===== config.mk =====
export PLATFORM = sky130hd
export DESIGN_NAME = stream_cmp_stats
export DESIGN_NICKNAME = d
export VERILOG_FILES = /design/src/rtl/stream_cmp_stats.sv
export SDC_FILE = /design/constraint.sdc
export NUM_CORES = 1
export LEC_CHECK = 0
export CORE_ASPECT_RATIO = 1.4
export CORE_MARGIN = 1.5
export CORE_UTILIZATION = 40
export CTS_CLUSTER_SIZE = 12
export DETAILED_ROUTE_END_ITERATION = 8
export DONT_BUFFER_PORTS = 1
export PLACE_DENSITY = 0.55
export SYNTH_ARGS = -nofsm -noshare
export SYNTH_HDL_FRONTEND = slang
export SYNTH_SLANG_ARGS = --single-unit

===== constraint.sdc =====
create_clock -name clk -period 2.17 [get_ports clk]
set_input_delay 0.217 -clock clk [delete_from_list [all_inputs] [get_ports clk]]
set_output_delay 0.217 -clock clk [all_outputs]
set_load 0.01 [all_outputs]

===== src/rtl/stream_cmp_stats.sv =====
`default_nettype none
// ============================================================================
// Module   : stream_cmp_stats
// Purpose  : Per-frame threshold compare statistics (lt/eq/gt counts, min/max)
// Revision : 1.0
// ============================================================================
module stream_cmp_stats #(
  parameter int W  = 4,
  parameter int CW = 4
) (
  input  logic          clk,
  input  logic          rst_n,
  input  logic          thr_wr,
  input  logic [W-1:0]  thr_in,
  input  logic          in_valid,
  output logic          in_ready,
  input  logic [W-1:0]  in_data,
  input  logic          in_last,
  output logic          out_valid,
  input  logic          out_ready,
  output logic [W-1:0]  out_min,
  output logic [W-1:0]  out_max,
  output logic [CW-1:0] out_cnt_lt,
  output logic [CW-1:0] out_cnt_eq,
  output logic [CW-1:0] out_cnt_gt,
  output logic          out_ovf
);

  typedef enum logic [1:0] {
    S_IDLE  = 2'd0,
    S_ACCUM = 2'd1,
    S_HOLD  = 2'd2
  } state_t;

  localparam logic [CW-1:0] c_cnt_max = '1;

  state_t        state_q, state_d;
  logic [W-1:0]  thr_q, thr_d;
  logic [W-1:0]  min_q, min_d;
  logic [W-1:0]  max_q, max_d;
  logic [CW-1:0] cnt_lt_q, cnt_lt_d;
  logic [CW-1:0] cnt_eq_q, cnt_eq_d;
  logic [CW-1:0] cnt_gt_q, cnt_gt_d;
  logic          ovf_q, ovf_d;
  logic          in_ready_q, in_ready_d;
  logic          out_valid_q, out_valid_d;

  logic w_accept;
  logic w_first;

  assign w_accept = in_valid && in_ready_q;
  assign w_first  = (state_q == S_IDLE);

  always_comb begin
    state_d  = state_q;
    thr_d    = thr_q;
    min_d    = min_q;
    max_d    = max_q;
    cnt_lt_d = cnt_lt_q;
    cnt_eq_d = cnt_eq_q;
    cnt_gt_d = cnt_gt_q;
    ovf_d    = ovf_q;

    // Threshold only changes between frames; compares below use the old value.
    if (w_first && thr_wr) begin
      thr_d = thr_in;
    end

    if (w_accept) begin
      if (w_first) begin
        min_d    = in_data;
        max_d    = in_data;
        cnt_lt_d = '0;
        cnt_eq_d = '0;
        cnt_gt_d = '0;
        ovf_d    = 1'b0;
      end else begin
        if (in_data < min_q) min_d = in_data;
        if (in_data > max_q) max_d = in_data;
      end

      if (in_data < thr_q) begin
        if (cnt_lt_d == c_cnt_max) ovf_d = 1'b1;
        else                       cnt_lt_d = cnt_lt_d + 1'b1;
      end else if (in_data == thr_q) begin
        if (cnt_eq_d == c_cnt_max) ovf_d = 1'b1;
        else                       cnt_eq_d = cnt_eq_d + 1'b1;
      end else begin
        if (cnt_gt_d == c_cnt_max) ovf_d = 1'b1;
        else                       cnt_gt_d = cnt_gt_d + 1'b1;
      end

      state_d = in_last ? S_HOLD : S_ACCUM;
    end

    if (state_q == S_HOLD && out_ready) begin
      state_d = S_IDLE;
    end
  end

  // Handshake outputs are registered copies of the next state.
  assign in_ready_d  = (state_d != S_HOLD);
  assign out_valid_d = (state_d == S_HOLD);

  always_ff @(posedge clk or negedge rst_n) begin
    if (!rst_n) begin
      state_q     <= S_IDLE;
      thr_q       <= '0;
      min_q       <= '0;
      max_q       <= '0;
      cnt_lt_q    <= '0;
      cnt_eq_q    <= '0;
      cnt_gt_q    <= '0;
      ovf_q       <= 1'b0;
      in_ready_q  <= 1'b1;
      out_valid_q <= 1'b0;
    end else begin
      state_q     <= state_d;
      thr_q       <= thr_d;
      min_q       <= min_d;
      max_q       <= max_d;
      cnt_lt_q    <= cnt_lt_d;
      cnt_eq_q    <= cnt_eq_d;
      cnt_gt_q    <= cnt_gt_d;
      ovf_q       <= ovf_d;
      in_ready_q  <= in_ready_d;
      out_valid_q <= out_valid_d;
    end
  end

  assign in_ready   = in_ready_q;
  assign out_valid  = out_valid_q;
  assign out_min    = min_q;
  assign out_max    = max_q;
  assign out_cnt_lt = cnt_lt_q;
  assign out_cnt_eq = cnt_eq_q;
  assign out_cnt_gt = cnt_gt_q;
  assign out_ovf    = ovf_q;

endmodule
`default_nettype wire


=== Word level (Yosys, flattened, before mapping) ===
Index checks and enable logic that the tools add are counted.

* Bits in registers: 29
* Input port bits: 14

* Add/sub/neg operators: 3
* Magnitude comparators: 3
* Equal/unequal tests: 7
* Multiplexer cells: 27
* Reductions and logical operators: 8

{| class="wikitable"
|+ Operators by type and width
! cell !! number
|-
| $mux 4 || 18
|-
| $add 4x1->4 const B || 3
|-
| $eq 4x4->1 const B || 3
|-
| $lt 4x4->1 || 2
|-
| $mux 1 || 6
|-
| $mux 2 || 3
|-
| $eq 2x2->1 const B || 2
|-
| $eq 4x4->1 || 1
|-
| $gt 4x4->1 || 1
|-
| $reduce_and 2->1 || 2
|-
| $reduce_bool 2->1 || 2
|-
| $logic_and 1x1->1 || 3
|-
| $logic_not 2->1 || 1
|-
| $ne 2x2->1 const B || 1
|}

=== Depth between registers and ports, before layout ===
Gate-level depths: netlist (run 1).

* Word-level depth: 7
* Gate-level depth with buffers: 8
* Gate-level depth less buffers: 7

=== Worst setup path before layout (run 1) ===
No wires, ideal clock.

* Kind: register -> register
* From: reg state_q[1]
* To: reg cnt_lt_q[1] (netlist: out_cnt_lt[1])
* Data arrival time: 1.825 ns
* Path slack: 0.221 ns
* Stages on the path, launching flop included: 9
* Clock period less this slack: 1.949 ns
* Cell sequence: dfrtp_1 -> or2_1 -> buf_6 -> and2_1 -> ha_1 -> nand2_1 -> nor2_1 -> o31a_1 -> a211o_1

* Longest elaborated chain between the ends: 6

{| class="wikitable"
|+ Ends and longest elaborated chain
! what !! line !! text
|-
| start, declared || 37 || <nowiki>state_t state_q, state_d;</nowiki>
|-
| start signal, assigned || 118 || <nowiki>state_q <= state_d;</nowiki>
|-
| $logic_not 2->1 (*) || 52 || <nowiki>assign w_first = (state_q == S_IDLE);</nowiki>
|-
| $mux 4 (*) || 70 || <nowiki>if (w_first) begin</nowiki>
|-
| $mux 4 (*) || 69 || <nowiki>if (w_accept) begin</nowiki>
|-
| $add 4x1->4 or $eq 4x4->1 (tied branches) || 84, 83 ||
|-
| $mux 4 || 83 || <nowiki>if (cnt_lt_d == c_cnt_max) ovf_d = 1'b1;</nowiki>
|-
| $mux 4 (*) || 82 || <nowiki>if (in_data < thr_q) begin</nowiki>
|-
| end signal, assigned || 122 || <nowiki>cnt_lt_q <= cnt_lt_d;</nowiki>
|-
| end, declared || 41 || <nowiki>logic [CW-1:0] cnt_lt_q, cnt_lt_d;</nowiki>
|}

Mark *: on every way between the ends. The rest lies on a longest branch, timed or not. The select of a mux whose other input is x is not followed.
A chain may end at the register's enable or synchronous reset.

=== Worst setup path after layout (run 1) ===
Ends and elaborated chain as after synthesis.

==> qor.csv, run 1 <==
stage,metric,value,unit
placement,DP HPWL,3.32,mm
clock_tree,CTS Buf Count,5,
outcome,status,completed,
synthesis,register area share after synthesis,0.409,
timing,final setup fails,0,
finish,"commonest non-fill, non-tap cell in the layout",dfrtp_1,
synthesis,Ys Warns,0,
synthesis,Mapped Nets,210,
setup_path,Worst setup startpoint,state_q[1],
power_and_ir_drop,total power,3.04,mW
route,total number of vias,1489,
power_and_ir_drop,logic gate share of total power,0.434,
setup_path,R2R setup slack,0.21,ns
setup_path,CP arrival,2.12,ns
setup_path,CP bufs+invs,0,
timing,Setup TNS,0,ns
power_and_ir_drop,Sw Share,0.421,
synthesis,mapped cell area,1780,sq um
clock_tree,H-tree depth,2,
synthesis,Synth Flop Type,dfrtp_1,
timing,Final Critical Period,1.96,ns
worst_hold_path,Hold Path Class,in -> reg,
placement,"worst slack, placed",0.223,ns
finish,area of the multi-input gates,982,sq um
grt,largest net degree at the start of global routing,30,
synthesis,Post-synth EDFFs,0,
clock_tree,number of clock sinks,29,
floorplanning,# IOs,37,
finish,n_diodes,0,
setup_path,Worst setup endpoint,out_cnt_lt[1],
grt,GRT Residual Overflow,0,
setup_path,startpoint class of the critical path,flip-flop,
clock_tree,Setup Buffers After CTS,0,
setup_path,CP max stage cell,dfrtp_1,
route,total wire length,4.38,mm
setup_path,Crit Path Category,reg -> reg,
power_and_ir_drop,Clock Power Share,0.189,
floorplanning,row cnt,28,
setup_path,critical path peak fanout,6,
power_and_ir_drop,Reg power frac,0.377,
floorplanning,die area,4860,sq um
timing,worst setup margin,0.207,ns
power_and_ir_drop,Sw Pwr,1.28,mW
setup_path,Worst EP required,2.33,ns
timing,fin crit share,0.904,
setup_path,Crit path largest cell delay,0.42,ns
setup_path,WP depth,7,
grt,initial antenna violation count,0,
power_and_ir_drop,internal cell power,1.76,mW
timing,number of max-slew violations in the final report,0,
timing,Final Hold Fails,0,
clock_tree,root buffer selected by CTS,clkbuf_8,
synthesis,syn avg cell area,9.66,sq um
power_and_ir_drop,P per Cell Area,1510,nW/um^2
route,DRT iter0 DRCs,83,
route,TritonRoute pass-1 iters,4,
route,drt drc,0,
setup_path,Reg-to-Reg Start,state_q[1],
timing,post-route clock skew,0.00614,ns
finish,highest-count cells in the layout ignoring fill and taps,"dfrtp_1, nand2_1, nor2_1",
placement,Post-Place Cells,245,
synthesis,synthesized flop and latch total,29,
timing,Achievable Freq,509,MHz
setup_path,Reg-to-Reg End,out_cnt_lt[1],
power_and_ir_drop,Peak VDD IR,0.794,mV
finish,FF/Latch Area,727,sq um
timing,RSZ-0062 raised after global routing,false,
synthesis,Post-synth ARST share,1.00,
flow_run,reported max-cap violation count,0,
setup_path,cell family with most CP delay,simple AND/OR/NAND/NOR gates,
placement,RD Place Congestion,0.820,
grt,vias in the first global route,1571,
power_and_ir_drop,leakage power figure,0.945,nW
clock_tree,clk slew on worst S/H paths,0.06,ns
route,Routed Antenna Nets,0,
clock_tree,CTS resizes,0,
timing,slew margin rel.,0.682,
floorplanning,Die Height,81.9,um
route,Routed WL per cell,17.2,um
synthesis,Cell variety after synth,44,
setup_path,Worst R2R Path Depth,7,
clock_tree,clk buf depth,2,
finish,Layout area overhead,13.1,%
placement,Port Buffers,0,
finish,final cell count without fillers,255,
timing,worst-margin pin slew,0.473,ns
grt,first-pass GRT wire length,7.22,mm
synthesis,Cells after Synth,184,
setup_path,CP cell instances,"or2_1, and2_1, ha_1, nand2_1, nor2_1, o31a_1, a211o_1",
floorplanning,Initial Util,0.419,
setup_path,CP endpoint kind,flip-flop,
floorplanning,Die Wd,59.3,um
finish,Final #Nets,220,
floorplanning,core footprint,4240,sq um
route,routed vias/inst,5.84,
finish,share of cells above drive strength 1,0.133,
clock_tree,CTS tree,yes,
grt,Total GRT Usage,0.199,
finish,Fillers,405,
clock_tree,"Clk Latency, worst-skew pair",0.28,ns
==> area by class of cell <==
| type | instances | area share |
|---|---|---|
| multi-input combinational | 139 | 0.489 |
| inverter | 13 | 0.0243 |
| tap | 60 | 0.0374 |
| clock inverter | 1 | 0.0149 |
| timing repair buffer | 6 | 0.0299 |
| sequential | 29 | 0.362 |
| clock buffer | 7 | 0.0430 |
==> Yosys cell counts, types with 2 or more instances <==
cell type,number,area share
clkbuf_1,2,0.0042
nand2_1,18,0.038
a31oi_1,6,0.021
nand3_1,5,0.014
a21oi_1,8,0.023
a221oi_1,2,0.0099
a211oi_1,2,0.0084
a211o_1,6,0.030
a22o_1,4,0.020
inv_1,13,0.027
o211a_1,5,0.028
dfrtp_1,28,0.39
a21oi_2,2,0.0099
and2_1,3,0.011
a21o_1,5,0.021
o21ai_0,4,0.011
nand2b_1,2,0.0070
o31ai_1,2,0.0084
nand4_1,5,0.018
nor2_1,16,0.034
ha_1,12,0.085
nor3_1,4,0.011
mux2_2,8,0.051
o311ai_0,2,0.0099
==> registers in the layout (all words and copies together), names as in the netlist <==
register    cells
out_cnt_gt      4
state_q         2
thr_q           4
in_ready        1
out_cnt_eq      4
out_ovf         1
out_cnt_lt      4
out_valid       1
out_max         4
out_min         4
==> how the worst min path moves through the flow <==
stage                               end  cells after the start     from
after floorplan           out_cnt_eq[0]                      0    rst_n
after global placement       out_max[1]                      0    rst_n
after detailed placement     out_max[1]                      0    rst_n
after CTS                    state_q[0]                      1  in_last
after global routing         state_q[0]                      1  in_last
final                        state_q[0]                      1  in_last
==> power groups by stage <==
stage	registers (mW)	clock network, mW	logic, mW
global placement	1.14	0	1.26
finish	1.14	0.574	1.32
detailed placement	1.15	0	1.30
global route	1.19	0.605	1.50
floorplan	1.07	0	1.06
CTS	1.14	0.591	1.32
==> stage by stage <==
stage                util  cell area, sq um  hold WS, ns
floorplan               -              1780      -0.0786
global placement    0.439              1860      -0.0780
detailed placement  0.439              1860      -0.0780
CTS                 0.474              2010       0.0208
global route        0.474              2010       0.0165
finish              0.474              2010       0.0288
==> metal layers <==
layer / global-route usage / vias to the layer above / part of all wire
li1: - / 715 / -
met1: 0.210 / 731 / 0.39
met2: 0.371 / 36 / 0.55
met3: 0.0457 / 7 / 0.051
met4: 0.0795 / 0 / 0.016
met5: 0 / - / 0
==> repair_timing <==
action                                 4_1_cts  5_1_grt
hold buffers                                 2        0
setup endpoints to repair                    0        0
endpoints found under the hold margin       29        0
==> worst register-to-register path, cell delays in order (launching register included) <==
cell     delay (ns)
dfrtp_1        0.42
or2_1          0.27
and2_1         0.18
ha_1           0.23
nand2_1        0.13
nor2_1         0.09
o31a_1         0.26
a211o_1        0.26
==> cell families after synthesis <==
| group | count (synthesis) | synth area share |
|---|---|---|
| multiplexers | 8 | 0.0507 |
| flip-flops | 29 | 0.409 |
| AO/OA/AOI/OAI | 58 | 0.251 |
| buffers and inverters | 16 | 0.0380 |
| AND/OR/NAND/NOR | 61 | 0.166 |
| adder cells (fa/ha/maj) | 12 | 0.0845 |
(Power assumes the default switching activity.)
==> run 2, diff against run 1 <==
ABC_AREA = 1   (was not set)
CORE_ASPECT_RATIO = not set   (was 1.4)
==> qor.csv, run 2 <==
stage,metric,value,unit
synthesis,"top cells by count, synth","nand2_1, inv_1, dfrtp_1, nand3_1, nor2_1",
clock_tree,CTS Buf Count,5,
synthesis,Post-synth EDFFs,0,
floorplanning,die area,4960,sq um
power_and_ir_drop,P per Cell Area,1320,nW/um^2
synthesis,Ys Warns,0,
synthesis,synthesized flop and latch total,29,
synthesis,Synth top area share,0.385,
clock_tree,H-tree depth,2,
placement,placed inst area,1870,sq um
timing,final setup fails,0,
setup_path,Crit Path Category,reg -> reg,
clock_tree,CTS tree,yes,
floorplanning,Initial Util,0.418,
worst_hold_path,Hold Path Class,in -> reg,
grt,largest net degree at the start of global routing,30,
route,Routed WL per cell,12.8,um
grt,busiest grt layer,met2,
timing,RSZ-0062 raised after global routing,false,
setup_path,Reg-to-Reg Start,thr_q[3],
grt,first-pass GRT wire length,6.94,mm
synthesis,Cells after Synth,246,
timing,fin crit share,0.766,
timing,Final Critical Period,1.66,ns
clock_tree,clk buf depth,2,
synthesis,"top cells by area, synth","dfrtp_1, nand2_1, ha_1",
route,total number of vias,1509,
grt,met3 Track Usage GR,0.0577,
synthesis,Synth Flop Type,dfrtp_1,
clock_tree,Setup Buffers After CTS,0,
placement,DP HPWL,2.88,mm
synthesis,syn avg cell area,7.40,sq um
finish,highest-count cells in the layout ignoring fill and taps,"nand2_1, inv_1, dfrtp_1",
timing,Setup TNS,0,ns
outcome,status,completed,
power_and_ir_drop,total power,2.62,mW
timing,number of max-slew violations in the final report,0,
floorplanning,core footprint,4350,sq um
timing,worst-margin pin slew,0.407,ns
setup_path,Reg-to-Reg End,out_cnt_lt[3],
finish,Fillers,450,
grt,GRT Residual Overflow,0,
timing,Final Hold Fails,0,
clock_tree,clk slew on worst S/H paths,0.07,ns
synthesis,Cell variety after synth,25,
finish,"commonest non-fill, non-tap cell in the layout",nand2_1,
setup_path,startpoint class of the critical path,flip-flop,
placement,RD Place Congestion,0.804,
floorplanning,Die Wd,70.4,um
finish,Final #Nets,279,
grt,initial antenna violation count,0,
power_and_ir_drop,Peak VDD IR,0.460,mV
clock_tree,root buffer selected by CTS,clkbuf_8,
setup_path,Worst R2R Path Depth,8,
synthesis,Mapped Nets,272,
floorplanning,# IOs,37,
setup_path,critical path peak fanout,9,
route,total wire length,3.91,mm
setup_path,Worst setup endpoint,out_cnt_lt[3],
timing,post-route clock skew,0.00654,ns
timing,slew margin rel.,0.728,
finish,share of cells above drive strength 1,0.114,
route,routed vias/inst,4.93,
grt,vias in the first global route,1477,
synthesis,leading area contributor after synthesis,dfrtp_1,
route,DRT iter0 DRCs,40,
grt,M1 GR Usage,0.219,
setup_path,CP arrival,1.83,ns
clock_tree,"Clk Latency, worst-skew pair",0.28,ns
power_and_ir_drop,leakage power figure,1.04,nW
floorplanning,Die Height,70.4,um
timing,Achievable Freq,601,MHz
route,Routed Antenna Nets,0,
setup_path,Worst EP required,2.34,ns
clock_tree,number of clock sinks,29,
timing,Min Hold Slack,0.0407,ns
grt,Total GRT Usage,0.177,
placement,Port Buffers,0,
synthesis,top-count cell post-synth,nand2_1,
floorplanning,row cnt,24,
synthesis,register area share after synthesis,0.400,
finish,Layout area overhead,9.01,%
synthesis,mapped cell area,1820,sq um
grt,GR Util met2,0.287,
setup_path,R2R setup slack,0.51,ns
route,TritonRoute pass-1 iters,4,
worst_hold_path,worst hold stages,2,
finish,fin area,1980,sq um
setup_path,Worst setup startpoint,thr_q[3],
setup_path,CP endpoint kind,flip-flop,
synthesis,Post-synth ARST share,1.00,
finish,n_diodes,0,
route,drt drc,0,
flow_run,reported max-cap violation count,0,
[run 2: final cells by class]
type	count	area [sq um]	share of cell area
Inverter	39	148	0.0744
Sequential cell	29	727	0.367
Tap cell	52	65.1	0.0328
Clock inverter	2	10.0	0.00505
Timing Repair Buffer	3	37.5	0.0189
Clock buffer	6	72.6	0.0366
Multi-Input combinational cell	175	923	0.466
[run 2: per-layer routing]
layer | vias to the layer above | routed length (um)
met5 | - | 0
met4 | 0 | 62
met3 | 6 | 244
met2 | 32 | 1800
met1 | 680 | 1800
li1 | 791 | -
[run 2: critical path, stage by stage (launching register included)]
cell and delay (ns):
dfrtp_1 0.36, inv_1 0.08, ha_1 0.28, a21oi_4 0.27
nand2_4 0.14, nor2_1 0.22, nand2_1 0.09, nand2_1 0.06
nand2_1 0.05
[run 2: metrics by stage]
step,setup WS (ns),cells,util
finish,0.507,306,0.455
global route,0.360,306,0.455
CTS,0.495,306,0.455
detailed placement,0.521,296,0.430
global placement,0.527,296,0.430
floorplan,0.755,246,-
[run 2: timing repair]
| item | 4_1_cts | 5_1_grt |
|---|---|---|
| resized for setup | 0 | 0 |
| endpoints found under the hold margin | 29 | 0 |
| hold buffers | 2 | 0 |
| endpoints found under the setup margin | 0 | 0 |
[run 2: logic make-up (layout without fill, tap and decap cells)]
kind of cell / after synthesis / count (layout) / share of synthesized area
AO/OA/AOI/OAI: 20 / 20 / 0.0633
multiplexers: 1 / 1 / 0.00619
buffers and inverters: 42 / 50 / 0.0928
AND/OR/NAND/NOR: 142 / 142 / 0.356
adder cells (fa/ha/maj): 12 / 12 / 0.0825
flip-flops: 29 / 29 / 0.400
[run 2: worst min path at each step]
| stage | from | endpoint | slack (ns) |
|---|---|---|---|
| 2_1_floorplan | rst_n | out_cnt_eq[0] | -0.08 |
| 3_3_place_gp | rst_n | out_cnt_lt[3] | -0.08 |
| 4_1_cts | in_data[3] | out_max[3] | 0.03 |
| 6_report | in_data[3] | out_max[3] | 0.04 |
| 3_5_place_dp | rst_n | out_cnt_lt[3] | -0.08 |
| 5_1_grt | in_data[2] | out_max[2] | 0.04 |
[run 2: report_power, final]
| part | total [mW] | switching, mW | internal [mW] |
|---|---|---|---|
| combinational | 1.15 | 0.751 | 0.401 |
| clock | 0.434 | 0.212 | 0.222 |
| sequential | 1.04 | 0.266 | 0.770 |
